[src/rtl/rv_pkg.sv]
// rv_pkg: shared register-file definitions for the RISC-V core.
// The register file, the hazard/forward logic and the scoreboard all use
// these, so they always agree on the register count and index width.
//   AW        register index width
//   NREGS     number of architectural registers
//   reg_idx_t register index type
//   X0        the hard-wired zero register
package rv_pkg;

  localparam int AW    = 5;
  localparam int NREGS = 32;

  typedef logic [AW-1:0] reg_idx_t;

  localparam reg_idx_t X0 = '0;

endpackage

[src/rtl/regfile_scoreboard_if.sv]
// regfile_scoreboard_if: bundles the decode-issue, writeback, flush and
// status signals of the register hazard scoreboard.
//   master : decode/writeback side, drives issue_*, wb_*, flush
//   slave  : scoreboard side, drives issue_ready, busy_mask, inflight, err
interface regfile_scoreboard_if
  import rv_pkg::*;
#(
  parameter int TW = 4
);

  logic            issue_valid;
  reg_idx_t        issue_rs1;
  reg_idx_t        issue_rs2;
  logic            issue_use_rs1;
  logic            issue_use_rs2;
  logic            issue_wen;
  reg_idx_t        issue_rd;
  logic            issue_ready;
  logic            wb_valid;
  reg_idx_t        wb_rd;
  logic            flush;
  logic [NREGS-1:0] busy_mask;
  logic [TW-1:0]   inflight;
  logic            err;

  modport master (
    output issue_valid, issue_rs1, issue_rs2, issue_use_rs1, issue_use_rs2,
           issue_wen, issue_rd, wb_valid, wb_rd, flush,
    input  issue_ready, busy_mask, inflight, err
  );

  modport slave (
    input  issue_valid, issue_rs1, issue_rs2, issue_use_rs1, issue_use_rs2,
           issue_wen, issue_rd, wb_valid, wb_rd, flush,
    output issue_ready, busy_mask, inflight, err
  );

endinterface

[src/rtl/sb_counter.sv]
// sb_counter: outstanding-write counter for one architectural register.
//   clk, rst   clock and synchronous active-high reset
//   inc        one more write to this register was issued
//   dec        one write to this register was retired
//   clr        drop all tracking (pipeline flush)
//   count      current number of outstanding writes
//   underflow  a retire arrived while nothing was outstanding
// The issue side never increments a saturated counter (it stalls instead),
// so only the bottom of the range needs guarding here.
module sb_counter #(
  parameter int CW = 2
) (
  input  logic          clk,
  input  logic          rst,
  input  logic          inc,
  input  logic          dec,
  input  logic          clr,
  output logic [CW-1:0] count,
  output logic          underflow
);

  // Simultaneous inc and dec cancel; a decrement at zero holds at zero.
  always_ff @(posedge clk) begin
    if (rst || clr) begin
      count <= '0;
    end else if (inc && !dec) begin
      count <= count + CW'(1);
    end else if (dec && !inc && (count != '0)) begin
      count <= count - CW'(1);
    end
  end

  assign underflow = dec && (count == '0);

endmodule

[src/rtl/regfile_scoreboard.sv]
// regfile_scoreboard: RAW/structural hazard scoreboard for the 32x32
// register file. Tracks issued-but-not-written-back writes per register
// and only lets an instruction issue when none of its sources is pending.
//   clk, rst  clock and synchronous active-high reset
//   sb        slave side of regfile_scoreboard_if:
//             issue_* from decode, issue_ready back (combinational),
//             wb_valid/wb_rd from writeback, flush from branch/exception,
//             busy_mask/inflight/err status (registered)
module regfile_scoreboard
  import rv_pkg::*;
#(
  parameter int NREGS = rv_pkg::NREGS,
  parameter int CW    = 2,
  parameter int TW    = 4
) (
  input  logic                 clk,
  input  logic                 rst,
  regfile_scoreboard_if.slave  sb
);

  logic [NREGS-1:0][CW-1:0] count;
  logic [NREGS-1:0]         uflow;
  logic [NREGS-1:0]         busy;
  logic [TW-1:0]            inflight_q;
  logic                     err_q;
  logic                     haz_rs1;
  logic                     haz_rs2;
  logic                     haz_struct;
  logic                     ready;
  logic                     inc_track;
  logic                     retire;
  logic                     dec_valid;

  // x0 is hard-wired zero and never tracked.
  assign count[0] = '0;
  assign uflow[0] = 1'b0;

  // A pending source is not a hazard if its last outstanding write is
  // being written back right now: the register-file read sees that data
  // in the same cycle. Saturated per-register or total counters stall any
  // writing instruction so neither counter can wrap.
  always_comb begin
    haz_rs1 = sb.issue_use_rs1 && (sb.issue_rs1 != X0)
              && (count[sb.issue_rs1] != '0)
              && !(sb.wb_valid && (sb.wb_rd == sb.issue_rs1)
                   && (count[sb.issue_rs1] == CW'(1)));
    haz_rs2 = sb.issue_use_rs2 && (sb.issue_rs2 != X0)
              && (count[sb.issue_rs2] != '0)
              && !(sb.wb_valid && (sb.wb_rd == sb.issue_rs2)
                   && (count[sb.issue_rs2] == CW'(1)));
    haz_struct = sb.issue_wen
                 && (((sb.issue_rd != X0) && (count[sb.issue_rd] == '1))
                     || (inflight_q == '1));
    ready = !sb.flush && !haz_rs1 && !haz_rs2 && !haz_struct;
  end

  assign sb.issue_ready = ready;

  // Flush discards both new accepts (through ready) and retires.
  assign inc_track = sb.issue_valid && ready && sb.issue_wen && (sb.issue_rd != X0);
  assign retire    = sb.wb_valid && (sb.wb_rd != X0) && !sb.flush;
  assign dec_valid = retire && (count[sb.wb_rd] != '0);

  for (genvar r = 1; r < NREGS; r++) begin : g_cnt
    sb_counter #(.CW(CW)) u_cnt (
      .clk       (clk),
      .rst       (rst),
      .inc       (inc_track && (sb.issue_rd == reg_idx_t'(r))),
      .dec       (retire && (sb.wb_rd == reg_idx_t'(r))),
      .clr       (sb.flush),
      .count     (count[r]),
      .underflow (uflow[r])
    );
  end

  // Busy bits come straight from the counter flops, so they lag the
  // causing event by exactly one edge.
  always_comb begin
    for (int r = 0; r < NREGS; r++) begin
      busy[r] = (count[r] != '0);
    end
  end

  assign sb.busy_mask = busy;

  // Total in-flight writes; only retires that matched a real outstanding
  // write count, and the value clamps at both ends.
  always_ff @(posedge clk) begin
    if (rst || sb.flush) begin
      inflight_q <= '0;
    end else if (inc_track && !dec_valid && (inflight_q != '1)) begin
      inflight_q <= inflight_q + TW'(1);
    end else if (dec_valid && !inc_track && (inflight_q != '0)) begin
      inflight_q <= inflight_q - TW'(1);
    end
  end

  // Sticky protocol error: a writeback to a register with nothing pending.
  always_ff @(posedge clk) begin
    if (rst) begin
      err_q <= 1'b0;
    end else if (|uflow) begin
      err_q <= 1'b1;
    end
  end

  assign sb.inflight = inflight_q;
  assign sb.err      = err_q;

endmodule

[src/flat_wrapper.sv]
// flat-port wrapper written by rule: the top's interface ports become plain ports
module regfile_scoreboard_flat import rv_pkg::*;
#(
  parameter int NREGS = rv_pkg::NREGS,
  parameter int CW    = 2,
  parameter int TW    = 4
)
  (clk, rst, sb_issue_valid, sb_issue_rs1, sb_issue_rs2, sb_issue_use_rs1, sb_issue_use_rs2, sb_issue_wen, sb_issue_rd, sb_wb_valid, sb_wb_rd, sb_flush, sb_issue_ready, sb_busy_mask, sb_inflight, sb_err);
  regfile_scoreboard_if #(.TW(TW)) sb_i ();
  input  logic clk;
  input  logic rst;
  input wire logic [$bits(sb_i.issue_valid)-1:0] sb_issue_valid;
  input wire logic [$bits(sb_i.issue_rs1)-1:0] sb_issue_rs1;
  input wire logic [$bits(sb_i.issue_rs2)-1:0] sb_issue_rs2;
  input wire logic [$bits(sb_i.issue_use_rs1)-1:0] sb_issue_use_rs1;
  input wire logic [$bits(sb_i.issue_use_rs2)-1:0] sb_issue_use_rs2;
  input wire logic [$bits(sb_i.issue_wen)-1:0] sb_issue_wen;
  input wire logic [$bits(sb_i.issue_rd)-1:0] sb_issue_rd;
  input wire logic [$bits(sb_i.wb_valid)-1:0] sb_wb_valid;
  input wire logic [$bits(sb_i.wb_rd)-1:0] sb_wb_rd;
  input wire logic [$bits(sb_i.flush)-1:0] sb_flush;
  output wire logic [$bits(sb_i.issue_ready)-1:0] sb_issue_ready;
  output wire logic [$bits(sb_i.busy_mask)-1:0] sb_busy_mask;
  output wire logic [$bits(sb_i.inflight)-1:0] sb_inflight;
  output wire logic [$bits(sb_i.err)-1:0] sb_err;
  assign sb_i.issue_valid = sb_issue_valid;
  assign sb_i.issue_rs1 = sb_issue_rs1;
  assign sb_i.issue_rs2 = sb_issue_rs2;
  assign sb_i.issue_use_rs1 = sb_issue_use_rs1;
  assign sb_i.issue_use_rs2 = sb_issue_use_rs2;
  assign sb_i.issue_wen = sb_issue_wen;
  assign sb_i.issue_rd = sb_issue_rd;
  assign sb_i.wb_valid = sb_wb_valid;
  assign sb_i.wb_rd = sb_wb_rd;
  assign sb_i.flush = sb_flush;
  assign sb_issue_ready = sb_i.issue_ready;
  assign sb_busy_mask = sb_i.busy_mask;
  assign sb_inflight = sb_i.inflight;
  assign sb_err = sb_i.err;
  regfile_scoreboard #(.NREGS(NREGS), .CW(CW), .TW(TW)) u_core (.clk(clk), .rst(rst), .sb(sb_i));
endmodule
[config.mk]
export PLATFORM = sky130hd
export DESIGN_NAME = regfile_scoreboard_flat
export DESIGN_NICKNAME = d
export VERILOG_FILES = /design/src/rtl/rv_pkg.sv /design/src/rtl/regfile_scoreboard_if.sv /design/src/rtl/sb_counter.sv /design/src/rtl/regfile_scoreboard.sv /design/src/flat_wrapper.sv
export SDC_FILE = /design/constraint.sdc
export NUM_CORES = 1
export LEC_CHECK = 0
export CORE_MARGIN = 2
export CORE_UTILIZATION = 59
export CTS_CLUSTER_SIZE = 20
export DETAILED_ROUTE_END_ITERATION = 8
export PLACE_DENSITY = 0.79
export SLEW_MARGIN = 20
export SYNTH_ARGS = -nofsm -noshare
export SYNTH_HDL_FRONTEND = slang
export SYNTH_SLANG_ARGS = --single-unit
[constraint.sdc]
create_clock -name clk -period 4.5 [get_ports clk]
set_input_delay 0.9 -clock clk [delete_from_list [all_inputs] [get_ports clk]]
set_output_delay 0.9 -clock clk [all_outputs]
set_load 0.05 [all_outputs]
Word-level counts from Yosys, hierarchy flattened
Cells that the tools add are included.
{"block": "word_totals", "reg_bits": 67, "latchBits": 0, "ram_bits": 0, "rom_bits": 0, "input_bits": 28, "output_inout_bits": 38, "elab_cells": 628, "memories": 0}
{"block": "op_classes", "n_addsub": 64, "n_mul": 0, "div": 0, "n_lt_le_gt_ge": 4, "n_eq_ne": 69, "shifts": 0, "n_mux": 72, "bitwise_logic": 0, "n_reduce_logical": 386}
{"op": "1-bit logical AND", "count": 211}
{"op": "5-bit equality test (second input constant)", "count": 32}
{"op": "2-bit 2-to-1 mux", "count": 66}
{"op": "2-bit nonzero test", "count": 66}
{"op": "5-bit by 4-bit equality test with 1-bit output (second input constant)", "count": 16}
{"op": "1-bit logical NOT", "count": 70}
{"op": "2-bit by 1-bit adder with 2-bit output (second input constant)", "count": 31}
{"op": "2-bit logical NOT", "count": 31}
{"op": "2-bit by 1-bit subtractor with 2-bit output (second input constant)", "count": 31}
{"op": "2-bit binary-select mux with 5-bit select", "count": 4}
{"op": "5-bit by 3-bit equality test with 1-bit output (second input constant)", "count": 8}
{"op": "31-bit OR reduction", "count": 1}
{"op": "5-bit by 6-bit less-than comparator with 1-bit output (second input constant)", "count": 4}
{"op": "5-bit by 2-bit equality test with 1-bit output (second input constant)", "count": 4}
{"op": "5-bit nonzero test", "count": 4}
{"op": "5-bit by 1-bit equality test with 1-bit output (second input constant)", "count": 2}
{"op": "5-bit equality test", "count": 2}
{"op": "4-bit 2-to-1 mux", "count": 2}
{"op": "4-bit by 1-bit adder with 4-bit output (second input constant)", "count": 1}
{"op": "2-bit by 1-bit equality test with 1-bit output (second input constant)", "count": 2}
{"op": "4-bit equality test (second input constant)", "count": 1}
{"op": "4-bit != test (second input constant)", "count": 1}
{"op": "4-bit nonzero test", "count": 1}
{"op": "4-bit by 1-bit subtractor with 4-bit output (second input constant)", "count": 1}
{"op": "2 further kinds", "count": 3}

Depth between registers and ports, before layout
Gate-level depths: netlist of the first run.
{"block": "logic_depth", "depth_word": 19, "mapped_depth": 17, "depth_no_buf": 14}

Cells and area by module
From an unflattened synthesis of the first run, not the netlist that was laid out.
{"block": "hier_totals", "hier_cells": 847, "area_unflattened_um2": 7040.5}
{"mod": "sb_counter", "n_inst": 31, "cells_per_inst": 13, "area_each_um2": 122.6, "seq_area_each_um2": 40.0}
{"mod": "regfile_scoreboard", "n_inst": 1, "cells_per_inst": 444, "area_each_um2": 3239.4, "seq_area_each_um2": 100.1}

Worst setup path after synthesis of the first run
Ideal clock, no wire load.
{"block": "synth_path", "kind": "input to register", "startpoint": "input sb_issue_rs1[0]", "endpoint": "register u_core.inflight_q[3] (netlist: u_core.sb.inflight[3])", "setup_ns": 0.122, "t_arrival_ns": 3.868, "t_required_ns": 4.378, "setup_slack_ns": 0.510, "cell_stages": 17, "path_buffers": 3, "path_cell_list": "buf_6 > buf_12 > mux4_1 > nand3_1 > nand2_2 > o31ai_4 > and2_4 > nand4_4 > buf_6 > nor4_4 > inv_1 > ha_1 > a21o_1 > a21oi_1 > and3_1 > mux2i_1 > mux2i_1"}
{"block": "synth_via", "elab_chain_cells": 17, "word_cells_on_any_way": 26, "classes_between": "2 x eq/ne; 3 x mux; 21 x reduce/logical"}
{"element": "start: declaration", "line": "flat_wrapper.sv:13", "rtl": "input wire logic [$bits(sb_i.issue_rs1)-1:0] sb_issue_rs1;"}
{"element": "2-bit binary-select mux with 5-bit select", "line": "regfile_scoreboard.sv:44, regfile_scoreboard.sv:46"}
{"element": "2-bit 2-to-1 mux (implied by the code)", "line": "regfile_scoreboard.sv:44, regfile_scoreboard.sv:46"}
{"element": "2-bit by 1-bit equality test with 1-bit output", "line": "regfile_scoreboard.sv:46", "rtl": "&& (count[sb.issue_rs1] == CW'(1)));"}
{"element": "1-bit logical AND", "line": "regfile_scoreboard.sv:46"}
{"element": "1-bit logical NOT", "line": "regfile_scoreboard.sv:45", "rtl": "&& !(sb.wb_valid && (sb.wb_rd == sb.issue_rs1)"}
{"element": "1-bit logical AND *", "line": "regfile_scoreboard.sv:45"}
{"element": "1-bit logical NOT *", "line": "regfile_scoreboard.sv:54", "rtl": "ready = !sb.flush && !haz_rs1 && !haz_rs2 && !haz_struct;"}
{"element": "1-bit logical AND * (3 in a row)", "line": "regfile_scoreboard.sv:54"}
{"element": "1-bit logical AND * (3 in a row)", "line": "regfile_scoreboard.sv:60", "rtl": "assign inc_track = sb.issue_valid && ready && sb.issue_wen && (sb.issue_rd != X0);"}
{"element": "1-bit logical NOT", "line": "regfile_scoreboard.sv:93", "rtl": "end else if (dec_valid && !inc_track && (inflight_q != '0)) begin"}
{"element": "1-bit logical AND (2 in a row)", "line": "regfile_scoreboard.sv:93"}
{"element": "2-bit nonzero test (no source line)"}
{"element": "end signal: assignment", "line": "regfile_scoreboard.sv:92", "rtl": "inflight_q <= inflight_q + TW'(1);"}
{"element": "end signal: assignment", "line": "regfile_scoreboard.sv:94", "rtl": "inflight_q <= inflight_q - TW'(1);"}
{"element": "end: declaration", "line": "regfile_scoreboard.sv:24", "rtl": "logic [TW-1:0] inflight_q;"}
Mark *: on every way between the ends. The rest lies on a longest branch, timed or not. The select of a mux whose other input is x is not followed.
A chain may end at the register's enable or synchronous reset.

Final worst setup path of the first run
{"block": "layout_path", "startpoint": "input sb_issue_rs2[0]", "endpoint": "output sb_issue_ready"}
{"block": "layout_via", "elab_chain_cells": 9, "word_cells_on_any_way": 15, "classes_between": "2 x eq/ne; 2 x mux; 11 x reduce/logical"}
{"element": "start: declaration", "line": "flat_wrapper.sv:14", "rtl": "input wire logic [$bits(sb_i.issue_rs2)-1:0] sb_issue_rs2;"}
{"element": "2-bit binary-select mux with 5-bit select", "line": "regfile_scoreboard.sv:48, regfile_scoreboard.sv:50"}
{"element": "2-bit 2-to-1 mux (implied by the code)", "line": "regfile_scoreboard.sv:48, regfile_scoreboard.sv:50"}
{"element": "2-bit by 1-bit equality test with 1-bit output", "line": "regfile_scoreboard.sv:50", "rtl": "&& (count[sb.issue_rs2] == CW'(1)));"}
{"element": "1-bit logical AND", "line": "regfile_scoreboard.sv:50"}
{"element": "1-bit logical NOT", "line": "regfile_scoreboard.sv:49", "rtl": "&& !(sb.wb_valid && (sb.wb_rd == sb.issue_rs2)"}
{"element": "1-bit logical AND *", "line": "regfile_scoreboard.sv:49"}
{"element": "1-bit logical NOT *", "line": "regfile_scoreboard.sv:54"}
{"element": "1-bit logical AND * (2 in a row)", "line": "regfile_scoreboard.sv:54"}
{"element": "end: declaration", "line": "flat_wrapper.sv:22", "rtl": "output wire logic [$bits(sb_i.issue_ready)-1:0] sb_issue_ready;"}
Marks and branches as above.

==> results.txt, run 1 <==
The count of different cell masters after synthesis came out at 82. After routing, the total negative slack on setup checks comes to 0 ps. The shortest period the worst path allows came out at a little over 4000 ps. The critical path class is input port to output port.

Post-CTS repair changed the size of 0 cells. The number of pins exceeding their max-slew limit in the final report is 0. The synthesized area per cell came out at approximately 8.2 sq um. The die outline height came out at roughly 110 um. The per-cell routed wire length came out at roughly 25 um. The post-synthesis cell area is about 0.0064 sq mm.

The final antenna diode count came out at 0. The highest cell delay on the worst timing path came out at slightly below 600 ps. The share of the synthesized area in compound gates (AO/OA/AOI/OAI) is 24.62%.

The sum of net half-perimeters after detailed placement is about 18 mm. Across the VDD grid, the largest voltage drop is around 0.15 mV. The initial DRC count came out at 944. The iteration count of the initial detailed-routing pass came out at 8.

Global routing used between 40% and 50% of the available tracks. The sequential cell area came out at 0.001341 sq mm. The register bit count reported by yosys is 67. The total count of hold-check failures in the final report came out at 0. No sink is reached through more buffers than the 2 on the longest clock path. The completed layout was analyzed and its total power is roughly 1.4 mW. Setup violations remaining at the end of the flow were counted as 0.

The share of synthesized registers carrying an async set or reset is 0%. The overall die area is ~0.012 sq mm. Compared with the post-synthesis result, the final layout area differs by 15.75%. Clock-pin slew was measured on the worst setup and hold paths at 70 ps.

The post-synthesis share of cell area spent on full adders, half adders and majority gates came out at less than 1%. Max-cap violations in this run came to 0. sky130_fd_sc_hd__nor2_1 is the most common cell in the netlist. For this configuration, the core starts out at a cell density of around three fifths. The count of antenna-violating nets left after detailed routing is 0. Data on the critical path arrives at its endpoint at ~3300 ps.

The number of warning messages in the yosys log is 0. At the end of the flow, the number of nets in the layout was around 870. The hold buffer count at cts came out at 0. The die outline width is 108.4 um. The startpoint type of the worst setup path is an input port.

In this run the clock root is driven by a sky130_fd_sc_hd__clkbuf_8. The worst hold path belongs to the class register to register. Power spread over the standard cell area amounts to about 190 mW/mm^2. Among all flip-flop cells after synthesis, the most frequent one is sky130_fd_sc_hd__dfxtp_1.

The critical path goes through clkdlybuf4s50_1 > buf_12 > mux4_1 > nor2_1 > nor3_1 > o211ai_1 > and4_1 > nand3_4 > inv_1 > buf_12. By instance count, the cell type seen most on the critical path is sky130_fd_sc_hd__buf_12. The via count of the routed design is roughly 7000.

The routed design has 24.03 mm of wire. The total congestion overflow came out at 0. The portion of the post-synthesis area used by sequential elements is around a fifth. The synthesized netlist cell count came out at just under 800. The part of the cycle the worst path needs is ~92%. The worst setup path is captured at an output port. The simple-gate share of the synthesized area came out at between 20 and 30%. The xor/xnor share of the synthesized area came out at ~1.8%.

For the pin with the worst max-slew slack, the measured transition is 921.9 ps. Of the post-synthesis cell area, the dominant cell type holds around a fifth. Row generation in the floorplan step produced 38 rows. The largest area contributor in the netlist is sky130_fd_sc_hd__dfxtp_1.

The insertion delay of the later-clocked pin in the worst-skew pair came out at between 300 and 400 ps. The first global-routing pass estimated 36.62 mm of wire. The run finished with clean final reports. The fill cell total of the finished layout came out at a little over 900. CTS built an H-tree with a depth of 3. CTS saw 67 sinks. The data required time of the critical path came out at approximately 3600 ps. The initial antenna violation count came out at 0.

The count of flip-flops with a built-in enable after synthesis is 0. Sorting the synthesized cells by how often they occur yields sky130_fd_sc_hd__nor2_1, sky130_fd_sc_hd__dfxtp_1, sky130_fd_sc_hd__nand2_1. The peak clock frequency supported by timing came out at approximately 0.24 GHz. The final RePlAce weighted congestion is 1.023. The layout cell share with drive strength beyond 1 is around 15%.

The area used by multi-input combinational logic came out at roughly 0.0047 sq mm. Yosys attributes the largest share of cell area to sky130_fd_sc_hd__dfxtp_1, sky130_fd_sc_hd__mux4_2, sky130_fd_sc_hd__mux4_1. The portion of netlist area occupied by mux cells came out at between 15 and 20%. The leakage power figure is roughly 2.6 nW. The largest fanout on the critical path came out at 20. Setup repair after global routing left no endpoint under its margin. The number of global-route vias before repair was just under 7000. Entering global routing, the biggest net connects between 40 and 50 pins. The dominant combinational cell family by area after synthesis is simple AND/OR/NAND/NOR gates. The synthesized net count came out at just over 800. The core area came out at roughly 0.011 sq mm. The number of port buffers came out at 64. The count of buffers added by post-CTS timing repair for setup is 0. between 60 and 70 I/O pins were placed. Dividing the detail-routed via count by the number of cells gives roughly 7.

The clock skew came out at about 8.6 ps. The clock tree from TritonCTS is built. The largest individual stage delay along the critical path comes from the cell sky130_fd_sc_hd__mux4_1. Clock tree synthesis inserted a total of 9 buffers.

The relative max-transition margin came out at between 30% and 40%. The remaining design rule violation count is 0.
placed cells by master, fill, tap and decap left out, drive strengths merged, types with 8 or more instances in the layout:
cell type and count:
a21oi 47, a211oi 26, mux2i 13, or2 21, o21ai 46, or3 8
clkdlybuf4s50 63, nor3 42, mux4 36, nor4 33, nor2b 12, dfxtp 67
nand2 64, a22oi 9, nand2b 34, inv 28, buf 32, nand3 25
o21a 23, o31a 23, a31oi 10, xor2 10, clkbuf 12, nor2 76
worst paths after layout:
check	startpoint	to	slack [ps]	depth (start not counted)
min	u_core.sb.inflight[3]	u_core.sb.inflight[3]	530	2
max reg2reg	u_core.g_cnt[3].u_cnt.count[0]	u_core.sb.inflight[3]	1120	13
min reg2reg	u_core.sb.inflight[3]	u_core.sb.inflight[3]	530	2
max	sb_issue_rs2[0]	sb_issue_ready	350	10
routing by layer:
| layer | vias up | share of wire (%) | track usage [%] |
|---|---|---|---|
| met1 | 3264 | 39 | 56.10 |
| li1 | 3074 | - | - |
| met2 | 543 | 43 | 62.99 |
| met4 | 0 | 5.2 | 21.34 |
| met3 | 105 | 13 | 8.318 |
| met5 | - | 0 | 0 |
final cells by class:
| cell class | count | area share, % |
|---|---|---|
| clock buffer | 12 | 2.217 |
| clock inverter | 4 | 0.3192 |
| inverter | 28 | 1.411 |
| multi-input combinational | 633 | 62.99 |
| sequential | 67 | 18.01 |
| tap | 140 | 2.352 |
| timing repair buffer | 95 | 12.70 |
critical path, delay by kind of cell:
family          cells  cell delay (ps)
compound gates      1              140
buf+inv             4              960
mux                 1              580
simple gates        4              640
stage by stage:
| step | cells | hold WS, ps | setup WS (ps) | utilization (%) | instance area (sq um) |
|---|---|---|---|---|---|
| 2_1_floorplan | 780 | 466.4 | 509.6 | - | 6435 |
| 3_3_place_gp | 963 | 484.3 | 127.5 | 67.56 | 7259 |
| 3_5_place_dp | 963 | 502.2 | 22.06 | 67.56 | 7259 |
| 4_1_cts | 979 | 518.9 | 362.9 | 69.32 | 7448 |
| 5_1_grt | 979 | 553.6 | 200.8 | 69.32 | 7448 |
| 6_report | 979 | 525.7 | 352.2 | 69.32 | 7448 |
logic make-up after synthesis:
| group | Yosys count |
|---|---|
| adders and majority gates | 3 |
| and+or+nand+nor | 337 |
| AOI/OAI and AO/OA | 226 |
| xor gates and xnor gates | 13 |
| DFF | 67 |
| muxes | 53 |
| other | 1 |
| buffers and inverters | 80 |
state kept, by name, summed over array words and instances (netlist names):
name,cells
u_core.sb.err,1
u_core.g_cnt.u_cnt.count,62
u_core.sb.inflight,4
power by group:
| group | switching, mW | internal [mW] |
|---|---|---|
| Clock | 0.255 | 0.243 |
| Combinational | 0.180 | 0.110 |
| Sequential | 0.00230 | 0.594 |
No activity file was read; power rests on OpenSTA's default activity.
==> inputs of run 2 (changes only) <==
--- a/config.mk
+++ b/config.mk
@@ -7,10 +7,10 @@
 export LEC_CHECK = 0
 export CORE_MARGIN = 2
 export CORE_UTILIZATION = 59
-export CTS_CLUSTER_SIZE = 20
+export CTS_CLUSTER_SIZE = 30
 export DETAILED_ROUTE_END_ITERATION = 8
 export PLACE_DENSITY = 0.79
-export SLEW_MARGIN = 20
+export SLEW_MARGIN = 40
 export SYNTH_ARGS = -nofsm -noshare
 export SYNTH_HDL_FRONTEND = slang
 export SYNTH_SLANG_ARGS = --single-unit
==> run 2 against run 1 <==
Compared with the run above:
- clock skew fell by 1.3 ps
- first-iteration DRC count rose by 0.42%
- power rose by 0.12%
- non-clock buffer count did not move
- core utilization barely moved
- largest power group unchanged
==> results.txt, run 2 (same netlist as run 1, synthesis figures left out) <==
Clock skew on the completed layout was measured at approximately 7.3 ps. The reported max-cap violation count is 0. The shortest period the worst path allows came out at around 4100 ps. The data required time of the critical path is between 3000 and 4000 ps.

The fill cell total of the finished layout came out at around 910. The setup violation total in the final timing report is 0. Tracing the worst setup path back leads to its startpoint at sb_issue_rs2[0].

Once layout is complete, the utilization of the core stands at just under 70%. After the first detailed-routing iteration, the DRC count stood at 948. The total CTS buffers came out at 9.

The top cell types in the final layout, fill and taps aside, are sky130_fd_sc_hd__nor2_1, sky130_fd_sc_hd__dfxtp_1, sky130_fd_sc_hd__nand2_1, sky130_fd_sc_hd__clkdlybuf4s50_1, sky130_fd_sc_hd__a21oi_1. The layout cell share with drive strength beyond 1 is about 15%. TritonCTS built the clock tree. The count of buffers added by post-CTS timing repair for setup is 0. The path category of the worst min-delay check is register to register.

The number of pins exceeding their max-slew limit in the final report came out at 0. In this run the critical register-to-register path is captured at u_core.sb.inflight[3]. The flow ran to the end, and the final reports show no timing, DRC or antenna violations. The final total negative setup slack came out at 0 ps. The part of the cycle the worst path needs is 92.20%.

The number of port buffers is 64. The leakage power figure came out at approximately 2.6 nW. The number of gates resized after CTS is 0. In this run the core area contains 38 standard-cell rows. During I/O placement, the number of pins put on the boundary was between 60 and 70. The routed layout has between 7000 and 8000 vias.

The relative max-transition margin came out at a little over half. The number of global-route vias before repair came out at 6780. The level count of the clock H-tree is 3. The count of antenna-violating nets left after detailed routing is 0. The end of the critical path is sb_issue_ready.

The critical path contains buffers and inverters numbering 4 combined. At the worst endpoint, the arrival time is approximately 3300 ps. The worst reg2reg path depth came out at 13. The peak clock frequency supported by timing is about 0.24 GHz. In this design, the stage delay of the slowest critical-path cell is between 500 and 600 ps. In the final layout, the multi-input gates occupy approximately 0.0047 sq mm. Setup repair after global routing left no endpoint under its margin.

The initial antenna violation count is 0. The die outline height is ~110 um. The start of the worst register-to-register path is u_core.g_cnt[3].u_cnt.count[0].

Among all stages on the critical path, the largest delay is contributed by sky130_fd_sc_hd__mux4_1. The clock transition at the register clock pins on the worst setup and hold paths after CTS came out at approximately 80 ps. The sum of net half-perimeters after detailed placement came out at ~18 mm.

Among cell families on the critical path, the largest total delay comes from buffers and inverters. The library cell used most frequently in the layout, excluding fill and tap cells, is sky130_fd_sc_hd__nor2_1. The highest ir drop seen on vdd is between 0.1 and 0.15 mV. The final hold slack came out at about 530 ps. For this run the aggregate overflow at the end of global routing stands at 0. The overall die area came out at about 0.012 sq mm.

The flip-flop count of the largest register, all copies and words added is 62. In this run the horizontal extent of the chip is ~110 um. The critical path class is input port to output port. The initial utilization of the core area, before any placement, comes to 59.89%. The worst setup path is captured at an output port.

The total number of clock tree sinks came out at 67. In this run the worst path has a maximum fanout of 20. The final wirelength came out at approximately 24 mm. After detailed routing, the number of remaining DRC violations is 0.

The worst setup path is launched from an input port. The actual transition at the worst max-transition pin is between 700 and 800 ps. The per-cell routed wire length is 24.46 um. The sequential cell area is roughly 0.0013 sq mm. The tree is rooted in a sky130_fd_sc_hd__clkbuf_8. 0 antenna diodes ended up in the layout. The number of vias per cell after detailed routing came out at between 7 and 8. The core area is about 0.011 sq mm. In this run, post-CTS hold repair placed 0 buffers. u_core.g_cnt.u_cnt.count holds more flip-flops than any other register. In this run the number of cells on the critical path is 10. The insertion delay of the later-clocked pin in the worst-skew pair came out at roughly 380 ps. The all-layer global routing usage is about two fifths. The pre-antenna-repair detailed-routing pass consisted of 7 iterations. The clock tree buffer depth is 2.

The setup check on the worst reg-to-reg path leaves a slack of roughly 1100 ps. The final RePlAce weighted congestion is between 1 and 1.5. The pin count of the biggest net entering global routing came out at 41. Traced cell by cell, the critical path runs through clkdlybuf4s50_1 > buf_12 > mux4_1 > nor2_1 > nor3_1 > o211ai_1 > and4_1 > nand3_4 > inv_1 > buf_12. Counting stages on the worst path, the most repeated cell is sky130_fd_sc_hd__buf_12. After the last flow step, the layout net total stands at 865. The layout-stage area growth over the synthesis result is 15.83%. The total count of hold-check failures in the final report is 0.

The design draws between 1 and 1.5 mW. Power spread over the standard cell area amounts to 185.9 mW/mm^2. The global-route wire length before repair is 36.62 mm.
## run 2: cell count changes in the layout (fill, tap and decap cells not counted)
cell,previous run,this run
sky130_fd_sc_hd__nand3_1,24,23
sky130_fd_sc_hd__nand3_2,0,1
## run 2: stage by stage
stage / area (sq um) / setup slack (ps) / instances
6_report: 7453 / 350.9 / 979
5_1_grt: 7453 / 200.8 / 979
4_1_cts: 7448 / 362.9 / 979
3_5_place_dp: 7259 / 22.06 / 963
3_3_place_gp: 7259 / 127.5 / 963
2_1_floorplan: 6435 / 509.6 / 780
## run 2: worst register-to-register path, delay by kind of cell, from the launching register on
kind | cells | cell delay (ps)
flops | 1 | 550
mux | 4 | 1300
simple gates | 3 | 300
buf+inv | 2 | 330
fa+ha+maj | 1 | 250
compound gates | 3 | 570
## run 2: layout make-up
class / count / area share, %
clock inverter: 4 / 0.3190
sequential: 67 / 18.00
inverter: 28 / 1.410
timing repair buffer: 95 / 12.69
clock buffer: 12 / 2.216
multi-input combinational: 633 / 63.02
tap: 140 / 2.350
## run 2: report_power, final
part	switching, mW	total, mW	internal (mW)
clock network	0.256	0.499	0.243
logic	0.180	0.290	0.110
registers	0.00228	0.597	0.594
## run 2: how the worst min path moves through the flow
stage                                    startpoint  depth (start not counted)                         endpoint
CTS                           u_core.sb.inflight[3]                          2            u_core.sb.inflight[3]
global placement              u_core.sb.inflight[3]                          2            u_core.sb.inflight[3]
finish                        u_core.sb.inflight[3]                          2            u_core.sb.inflight[3]
global route                  u_core.sb.inflight[3]                          2            u_core.sb.inflight[3]
detailed placement            u_core.sb.inflight[3]                          2            u_core.sb.inflight[3]
floorplan           u_core.g_cnt[18].u_cnt.count[0]                          1  u_core.g_cnt[18].u_cnt.count[0]
## run 2: metal layers
| layer | part of all wire, % | vias to the layer above | global-route usage [%] |
|---|---|---|---|
| met1 | 39 | 3335 | 56.10 |
| met2 | 43 | 517 | 62.99 |
| met5 | 0 | - | 0 |
| met3 | 12 | 114 | 8.318 |
| met4 | 5.4 | 0 | 21.34 |
| li1 | - | 3073 | - |
==> inputs of run 3 (changes only) <==
==> constraint.sdc (replaced) <==
create_clock -name clk -period 4.1 [get_ports clk]
set_input_delay 0.82 -clock clk [delete_from_list [all_inputs] [get_ports clk]]
set_output_delay 0.82 -clock clk [all_outputs]
set_load 0.05 [all_outputs]
==> run 3 against run 2 <==
Compared with the run above:
- first-iteration DRC count is 8.5% higher
- critical endpoint unchanged
- largest cell class unchanged
- global-route usage is 0.29 points higher
- worst setup slack worse by 290 ps
- routed wire length is 2.3% higher
- critical path depth is 1 higher
- clock-buffer cell count is 3 lower
==> results.txt, run 3 (same netlist as run 1, synthesis figures left out) <==
The number of global-route vias before repair was between 6000 and 7000. The core utilization of the finished layout came out at 71.69%. The run finished with clean final reports. The leakage power figure came out at roughly 2.8 nW. Entering global routing, the biggest net connects 44 pins. The H-tree was split into 3 levels. The peak clock frequency supported by timing came out at 0.2475 GHz.

The final antenna diode count is 0. The worst setup path is captured at an output port. The row count is 38. The floorplan step defined a die boundary enclosing about 0.012 sq mm. The die outline width came out at around 110 um. The final RePlAce weighted congestion is about 1.1.

The post-route netlist has around 18% of its cells at a drive strength greater than 1. The clock tree buffer depth is 2. The data required time of the critical path came out at between 3000 and 4000 ps.

The total congestion overflow is 0. The post-route cell area came out at 0.007704 sq mm. The critical path class is input port to output port.

The largest fanout on the critical path came out at 5. The number of vias per cell after detailed routing is 7.112. The per-cell routed wire length is 24.37 um. In the layout the commonest cells are sky130_fd_sc_hd__nor2_1, sky130_fd_sc_hd__dfxtp_1, sky130_fd_sc_hd__nand2_1, sky130_fd_sc_hd__clkdlybuf4s50_1, sky130_fd_sc_hd__buf_4. The number of pins exceeding their max-slew limit in the final report was 0.

Counting the buffers created by CTS gives 9. 66 I/O pins were placed. Global routing used about two fifths of the available tracks across all layers.

The total power draw is 1.717 mW. The relative max-transition margin came out at between 40% and 50%. The die outline height came out at 108.4 um. The worst slack at placement is -211.6 ps. The layout-stage area growth over the synthesis result came out at 19.72%.

The area used by multi-input combinational logic is 0.004703 sq mm. The fill cell total of the finished layout is 897. The detailed router finished its first iteration with 1029 violations. The placed cell area is approximately 0.0074 sq mm. The insertion delay of the later-clocked pin in the worst-skew pair came out at ~390 ps.

The clock transition at the register clock pins on the worst setup and hold paths after CTS is 90 ps. The global-route wire length before repair came out at about 37 mm. Setup repair after global routing could not meet its margin everywhere.

u_core.g_cnt.u_cnt.count holds more flip-flops than any other register. The via count of the routed design came out at slightly above 7000. The buffer cell driving the clock tree root is sky130_fd_sc_hd__clkbuf_8. The actual transition at the worst max-transition pin is approximately 750 ps. The remaining design rule violation count came out at 0.

The core area came out at 0.01075 sq mm. Setup violations remaining at the end of the flow were counted as 0. The initial antenna violation count is 0.

The cell count after placement is around 1000. The clock skew is around 12 ps. The final wirelength is 24.49 mm. The flip-flop count of the largest register, all copies and words added came out at a little over 60.

The total count of hold-check failures in the final report is 0. The clock tree from TritonCTS is built. The starting density of the core came out at 59.89%. Once detail routing completed, the nets flagged for antenna violations numbered 0. The part of the cycle the worst path needs is 98.55%. The iteration count of the initial detailed-routing pass is 6. The shortest period the worst path allows is between 4000 and 5000 ps. Data on the critical path arrives at its endpoint at about 3200 ps. The count of buffers added by post-CTS timing repair for setup is 0. The sequential cell area came out at between 0.001 and 0.0015 sq mm. The power density relative to cell area came out at around 220 mW/mm^2. The path category of the worst min-delay check is register to register. Port buffering added 64 buffers. Summed over all nets, the half-perimeter wirelength after detailed placement is roughly 18 mm. For this run, the post-layout net count is 891. Once layout is complete, the cells apart from fillers number between 1000 and 1500. The startpoint type of the worst setup path is an input port. Leaving out fill and tap cells, the most frequent cell in the layout is sky130_fd_sc_hd__nor2_1. The reported max-cap violation count came out at 0.

The worst setup margin came out at between 50 and 60 ps. The highest ir drop seen on vdd is approximately 0.22 mV. The final total negative setup slack came out at 0 ps. Counting every sink on the clock net gives 67. Final hold analysis gives a worst-case slack of ~520 ps.
-- run 3: path summary, 6_finish.rpt --
kind	slack, ps	cells past startpoint	endpoint	startpoint
setup / recovery	60	11	sb_issue_ready	sb_issue_rs2[0]
hold / removal	520	2	u_core.sb.inflight[3]	u_core.sb.inflight[3]
setup reg to reg	730	11	u_core.g_cnt[26].u_cnt.count[0]	u_core.g_cnt[16].u_cnt.count[0]
hold reg to reg	520	2	u_core.sb.inflight[3]	u_core.sb.inflight[3]
-- run 3: layout make-up --
type	count	area share, %
sequential	67	17.41
inverter	28	1.397
timing repair buffer	121	14.65
tap	140	2.274
clock inverter	7	1.608
multi-input combinational	633	61.05
clock buffer	9	1.608
-- run 3: power by group --
part / switching [mW] / internal [mW]
Combinational: 0.200 / 0.135
Clock: 0.317 / 0.409
Sequential: 0.00258 / 0.652
-- run 3: worst max-delay path, cell delays in order --
cell                              delay (ps)
sky130_fd_sc_hd__clkdlybuf4s50_1         530
sky130_fd_sc_hd__buf_4                   170
sky130_fd_sc_hd__mux4_1                  570
sky130_fd_sc_hd__mux2i_1                 160
sky130_fd_sc_hd__mux2i_1                 100
sky130_fd_sc_hd__nand3_1                 130
sky130_fd_sc_hd__and4_4                  240
sky130_fd_sc_hd__buf_4                   120
sky130_fd_sc_hd__nand3_4                 110
sky130_fd_sc_hd__inv_1                   120
sky130_fd_sc_hd__buf_12                  140
-- run 3: per-layer routing --
metal,track usage [%],wire length [um],up-vias
met3,9.765,3180,128
met2,63.84,10860,550
met1,54.57,9159,3350
met5,0,0,-
li1,-,-,3120
met4,23.17,1292,0
-- run 3: timing repair --
| action | 4_1_cts | 5_1_grt |
|---|---|---|
| setup endpoints to repair | 0 | 2 |
| hold buffers | 0 | 0 |
| gates resized for setup | 0 | 4 |
